`src/rtl/vec_test_sequencer.sv`:
```
// Drives a deterministic lane-vector sequence through a DUT and checks each echoed response.
// 3 cycles/vector with a zero-wait DUT; holds req_data under backpressure, aborts on per-vector timeout.
module vec_test_sequencer #(
  parameter int NUM_VECTORS = 8,
  parameter int LANES       = 4,
  parameter int WIDTH       = 8,
  parameter int TIMEOUT     = 16
) (
  input  logic                   clock,
  input  logic                   reset,
  input  logic                   start,
  output logic                   req_valid,
  input  logic                   req_ready,
  output logic [LANES*WIDTH-1:0] req_data,
  input  logic                   rsp_valid,
  output logic                   rsp_ready,
  input  logic [LANES*WIDTH-1:0] rsp_data,
  output logic [7:0]             vec_idx,
  output logic [7:0]             err_count,
  output logic                   busy,
  output logic                   done,
  output logic                   pass,
  output logic                   timed_out
);
  localparam int              DW       = LANES * WIDTH;
  localparam int              TW       = (TIMEOUT > 2) ? $clog2(TIMEOUT) : 1;
  localparam logic [7:0]      LAST_IDX = 8'(NUM_VECTORS - 1);
  localparam logic [TW-1:0]   TMO_LAST = TW'(TIMEOUT - 1);

  typedef enum logic [2:0] {S_IDLE, S_DRIVE, S_WAIT, S_CHECK, S_DONE} state_t;

  state_t          state, state_nxt;
  logic [TW-1:0]   timer;
  logic [DW-1:0]   rsp_cap;
  logic [DW-1:0]   stim;
  logic            last_vec;
  logic            tmo;

  // Stimulus is a pure function of vec_idx, so no pattern memory is needed.
  always_comb begin
    logic [31:0] lane_val;
    lane_val = '0;
    stim     = '0;
    for (int i = 0; i < LANES; i++) begin
      lane_val = 32'(vec_idx) * 32'(LANES) + 32'(i);
      stim[i*WIDTH +: WIDTH] = lane_val[WIDTH-1:0];
    end
  end

  assign last_vec = (vec_idx == LAST_IDX);
  // A handshake on the final allowed cycle takes priority over the timeout.
  assign tmo = (timer == TMO_LAST) &&
               (((state == S_DRIVE) && !req_ready) || ((state == S_WAIT) && !rsp_valid));

  always_ff @(posedge clock or negedge reset) begin
    if (!reset) state <= S_IDLE;
    else        state <= state_nxt;
  end

  always_comb begin
    state_nxt = state;
    case (state)
      S_IDLE, S_DONE: if (start) state_nxt = S_DRIVE;
      S_DRIVE: begin
        if (req_ready)  state_nxt = S_WAIT;
        else if (tmo)   state_nxt = S_DONE;
      end
      S_WAIT: begin
        if (rsp_valid)  state_nxt = S_CHECK;
        else if (tmo)   state_nxt = S_DONE;
      end
      S_CHECK: state_nxt = last_vec ? S_DONE : S_DRIVE;
      default: state_nxt = S_IDLE;
    endcase
  end

  always_comb begin
    req_valid = (state == S_DRIVE);
    rsp_ready = (state == S_WAIT);
    busy      = (state == S_DRIVE) || (state == S_WAIT) || (state == S_CHECK);
    done      = (state == S_DONE);
    req_data  = req_valid ? stim : '0;
    pass      = done && (err_count == 8'd0) && !timed_out;
  end

  always_ff @(posedge clock or negedge reset) begin
    if (!reset) begin
      vec_idx   <= '0;
      err_count <= '0;
      timed_out <= 1'b0;
      timer     <= '0;
      rsp_cap   <= '0;
    end else begin
      case (state)
        S_IDLE, S_DONE: begin
          if (start) begin
            vec_idx   <= '0;
            err_count <= '0;
            timed_out <= 1'b0;
            timer     <= '0;
          end
        end
        S_DRIVE: begin
          if (req_ready) timer <= '0;
          else           timer <= timer + TW'(1);
          if (tmo) timed_out <= 1'b1;
        end
        S_WAIT: begin
          if (rsp_valid) begin
            timer   <= '0;
            rsp_cap <= rsp_data;
          end else begin
            timer <= timer + TW'(1);
          end
          if (tmo) timed_out <= 1'b1;
        end
        S_CHECK: begin
          if ((rsp_cap != stim) && (err_count != 8'hFF)) err_count <= err_count + 8'd1;
          if (!last_vec) vec_idx <= vec_idx + 8'd1;
        end
        default: ;
      endcase
    end
  end

endmodule

```
`config.mk`:
```
export PLATFORM = sky130hd
export DESIGN_NAME = vec_test_sequencer
export DESIGN_NICKNAME = d
export VERILOG_FILES = /design/src/rtl/vec_test_sequencer.sv
export SDC_FILE = /design/constraint.sdc
export NUM_CORES = 1
export LEC_CHECK = 0
export CAP_MARGIN = 20
export CORE_MARGIN = 2
export CORE_UTILIZATION = 45
export CTS_CLUSTER_SIZE = 8
export DETAILED_ROUTE_END_ITERATION = 10
export PLACE_DENSITY = 0.77
export SLEW_MARGIN = 5
export SYNTH_ARGS = -nofsm -noshare
export SYNTH_HDL_FRONTEND = slang
export SYNTH_SLANG_ARGS = --single-unit
```
`constraint.sdc`:
```
create_clock -name clock -period 2.81 [get_ports clock]
set_input_delay 0.281 -clock clock [delete_from_list [all_inputs] [get_ports clock]]
set_output_delay 0.281 -clock clock [all_outputs]
set_load 0.02 [all_outputs]
```
# After elaboration in Yosys (flattened, before gate mapping)

Cells that the tools add are included.

Reductions and logical operators: 24
$add $sub $neg: 6
Multiplexer cells: 19
Equality and inequality tests: 12

Operator list:

| cell                  | number |
|---|---|
| $mux W32              | 1 |
| $ne A32 B32 Y1        | 1 |
| $pmux W8 S2           | 2 |
| $add A8 B1 Y8 const B | 3 |
| $mux W8               | 3 |
| $add A8 B2 Y8 const B | 2 |
| $mux W3               | 5 |
| $mux W4               | 3 |
| $pmux W3 S4           | 1 |
| $pmux W4 S3           | 1 |
| $reduce_and A3 Y1     | 3 |
| $eq A8 B3 Y1 const B  | 1 |
| $logic_not A8 Y1      | 1 |
| $ne A8 B8 Y1 const B  | 1 |
| $eq A3 B2 Y1 const B  | 2 |
| $logic_and A1 B1 Y1   | 6 |
| $add A4 B1 Y4 const B | 1 |
| $eq A4 B4 Y1 const B  | 1 |
| $ne A2 B1 Y1 const B  | 2 |
| $ne A2 B2 Y1 const B  | 2 |
| $reduce_and A2 Y1     | 2 |
| $reduce_bool A2 Y1    | 2 |
| $reduce_or A2 Y1      | 2 |
| $eq A3 B1 Y1 const B  | 1 |
| 7 further kinds       | 12 |

Register bits after elaboration: 56
Word-level logic and storage cells: 67
Output and inout port bits: 54

# Longest topological paths before layout

Gate-level depths: netlist of the first run.

Depth in word-level cells: 7
Mapped depth: 7
Mapped depth without buffers: 6

# Worst setup path before layout of the first run

Ideal clock, no wire load.

Kind: reg-to-output
From: reg state[0]
To: out req_data[10]
Data arrival time: 2.202 ns
Stages on the path, launching flop included: 5
Required time: 2.529 ns
Setup slack: 0.327 ns
Cells stage by stage: dfrtp_1 -> clkbuf_1 -> nor3b_1 -> and2_1 -> buf_4

Longest elaborated chain between the ends: 2

RTL lines:

| element                | RTL line | RTL |
|---|---|---|
| start, declared        | 32       | `state_t state, state_nxt;` |
| start signal, assigned | 57       | `else state <= state_nxt;` |
| $eq A3 B1 Y1           | 78       | `req_valid = (state == S_DRIVE);` |
| net req_valid          | 12       | `output logic req_valid,` |
| $mux W32               | 82       | `req_data = req_valid ? stim : '0;` |
| end, declared          | 14       | `output logic [LANES*WIDTH-1:0] req_data,` |

The timed path passes the listed nets, and every way through them passes these cells.

# Final worst setup path of the first run

From: reg state[2]
To: out req_data[31]

Longest elaborated chain between the ends: 2

RTL lines:

| element      | RTL line |
|---|---|
| $eq A3 B1 Y1 | 78 |
| $mux W32     | 82 |

No other way between the ends.

==> results of run 1 <==
==> kinds of logic (layout without fill, tap and decap cells) <==
family / Yosys count / count (layout)
buffers and inverters: 41 / 107
and+or+nand+nor: 110 / 110
AOI/OAI and AO/OA: 32 / 32
adders and majority gates: 4 / 4
DFF: 56 / 56
other: 1 / 4
muxes: 37 / 37
xor gates and xnor gates: 6 / 6
==> critical path, stage by stage, from the launching register on <==
cell	delay [ps]
dfrtp_1	500
nor3b_1	240
buf_4	210
and2_1	220
clkdlybuf4s50_1	650
==> synth_stat cells (3+ instances only) <==
cell,instances
ha_1,4
mux2i_1,3
xnor2_1,5
or3_1,4
and2_1,7
buf_4,26
mux2_2,33
a21o_1,3
nand2_1,13
nor4_1,6
dfrtp_1,56
nand4_1,5
nand3_1,10
nor3b_1,4
nor3_1,12
or4_1,7
o21ai_0,5
a221o_1,5
clkbuf_1,8
nor2_1,17
inv_1,6
and3_1,9
a21oi_1,4
==> layer usage <==
| layer | GRT usage [%] | vias to the layer above |
|---|---|---|
| met5 | 0 | - |
| li1 | - | 1159 |
| met1 | 26.41 | 1185 |
| met2 | 29.65 | 78 |
| met4 | 6.676 | 0 |
| met3 | 4.190 | 8 |
==> registers in the layout, indices dropped and copies added, names as in the netlist <==
| signal | cells |
|---|---|
| err_count | 8 |
| vec_idx | 8 |
| timer | 4 |
| timed_out | 1 |
| rsp_cap | 32 |
| state | 3 |
==> report_power, final <==
| part | internal, uW | total (uW) | switching (uW) |
|---|---|---|---|
| Clock | 351 | 601 | 250 |
| Combinational | 720 | 1380 | 658 |
| Sequential | 1110 | 1370 | 267 |
==> final timing paths <==
| path | from | to | slack (ps) | cells after the start |
|---|---|---|---|---|
| worst max-delay path | state[2]$_DFFE_PN0P_ | req_data[31] | 400 | 4 |
| worst min-delay path | reset | rsp_cap[1]$_DFFE_PN0P_ | 470 | 2 |
| worst max register to register | vec_idx[5]$_DFFE_PN0P_ | err_count[5]$_DFFE_PN0P_ | 450 | 5 |
| worst min register to register | timer[2]$_DFFE_PN0P_ | timer[2]$_DFFE_PN0P_ | 510 | 1 |
| max in group asynchronous | reset | rsp_cap[5]$_DFFE_PN0P_ | 1520 | 3 |
| min in group clock | timer[2]$_DFFE_PN0P_ | timer[2]$_DFFE_PN0P_ | 510 | 1 |
==> stage by stage <==
step	hold WS [ps]	instance area (um2)	util, %	power [uW]
2_1_floorplan	-14.59	3080	-	2292
3_3_place_gp	273.2	3864	57.83	2714
3_5_place_dp	281.9	3864	57.83	2767
4_1_cts	469.8	4003	59.91	3376
5_1_grt	483.2	4003	59.91	3562
6_report	471.0	4003	59.91	3351
==> layout make-up <==
| cell class | count | share of cell area (%) |
|---|---|---|
| clock buffers | 5 | 1.719 |
| clock inverters | 2 | 1.500 |
| inverters | 6 | 0.5627 |
| multi-input cells | 193 | 35.76 |
| flip-flops and latches | 56 | 35.01 |
| well taps | 80 | 2.501 |
| repair buffers | 94 | 22.94 |
==> impl_results.md, run 1 <==
- Worst-path clk slew: 100 ps
- TritonCTS clock tree: done
- Avg Cell Area, Syn: between 10 and 15 um2
- Yosys warning total: 0
- FMAX: 0.4149 GHz
- Fill cell instance count of the final layout: 560
- CP Data Required Time: ~2500 ps
- Row count: 30
- Hold bufs inserted after CTS: 1
- Worst-Skew Late Latency: 310 ps
- Commonest non-fill, non-tap cells in the layout: clkdlybuf4s50_1, dfrtp_1, mux2_2
- Multi-input logic area: 1431 um2
- Min cycle time layout: around 2400 ps
- Mapped cell area: 3069 um2
- ANT cells: 0
- Setup WS post-layout: 399.7 ps
- Setup Viol. Count Final: 0
- Total track usage: about a fifth
- Status: finished clean
- Number of global-route vias before repair: 2360
- Clk root buf: clkbuf_8
- Synthesized-area fraction occupied by adder cells: 1.631%
- CTS Buf Count: 5
- Max layer used: met4
- Leak: 0.001692 uW
- Worst vdd ir: 0.4132 mV
- Commonest non-fill, non-tap cell in the layout: clkdlybuf4s50_1
- Drt wl/cell: 15.62 um
- Chip height: 86.59 um
- Clock skew: a little under 9 ps
- Place WS: 407.2 ps
- Final Hold Fails: 0
- Final slew viol count: 0
- Post-cts resize count: 0
- Fin crit share: 85.77%
- Max cap viols: 0
- Library cells used by synthesis: 53
- Sequential share of the synthesized area: 45.66%
- Number of flops mapped to enable cells by yosys: 0
- Register area: 1401 um2
- Slew @ Worst Pin: 664.3 ps
- Die Wd: approximately 87 um
- Routed via count: 2430
- Min-Delay Path Class: primary input to async pin
- Area growth, synth to finish: 30.41%
- I/O Buffers: 86
- Final Non-Filler Cells: 436
- CTS sink count: 56
- Main synth FF type: dfrtp_1
- Met2 wire len: between 3 and 4 mm
- Worst setup path class: flop to output pin
- Crit Path Max Fanout: 13
- Largest net degree at the start of global routing: 35
- Xor and xnor area share after synthesis: 1.712%
- Post-synthesis mux area share: between 10% and 20%
- Layout cell share with drive strength beyond 1: about 17%
- Core box area: 6681 um2
- Wire length on met3: approximately 360 um
- Compound-cell area share of the yosys netlist: 8.153%
- Initial antenna violation count: 0
- Worst Path Arrival: 2130 ps
- Critical path capture point type: output pin
- Hpwl dp: about 5.1 mm
- Top Ports: 91
- Setup TNS: 0 ps
- Pre-Repair DR Iteration Count: 4
- Simple-Gate Fraction of Synth Area: 20.67%
- Starting Density: 45.94%
- Met1 WL: 3.131 mm
- Post-route ant nets: 0
- PD cells: 837.1 nW/um2
- Post-synth top area cell: dfrtp_1
- DRC violations left: 0
- Main combinational cell family by area after synthesis: simple AND/OR/NAND/NOR gates
- GPL Wtd Cong: approximately 0.77
- Avg Vias per Cell: ~5.6
- CP startpoint kind: flop
- Final net count: ~400
- Worst slew margin: 55.35%
- Post-Syn Instances: 287
- Placed Instances: around 430
- Yosys top cell area share: 45.66%
- Total Routed Length: 6.809 mm
- Async SR Flop Fraction: 100.0%
- RSZ-0062 raised after global routing: false
- Starting DRC count in detailed routing: 235
- Htree depth: 2
- Worst-case clock buffer depth: 2
- Postcts setup bufs: 0
- Flops & latches, synth: 56
- Die ar.: 7497 um2
- Top cells by area, synth: dfrtp_1, mux2_2, buf_4, nor2_1, nor3_1
- First-pass GRT wire length: 11.24 mm
- Gr ovfl total: 0
Power figures use the tool's default switching activity.
==> run 2: changes to the inputs <==
- CTS_CLUSTER_SIZE: 8 -> 24
==> results of run 2 <==
Same layout as run 1: the final DEF is identical, and so are final timing and power.
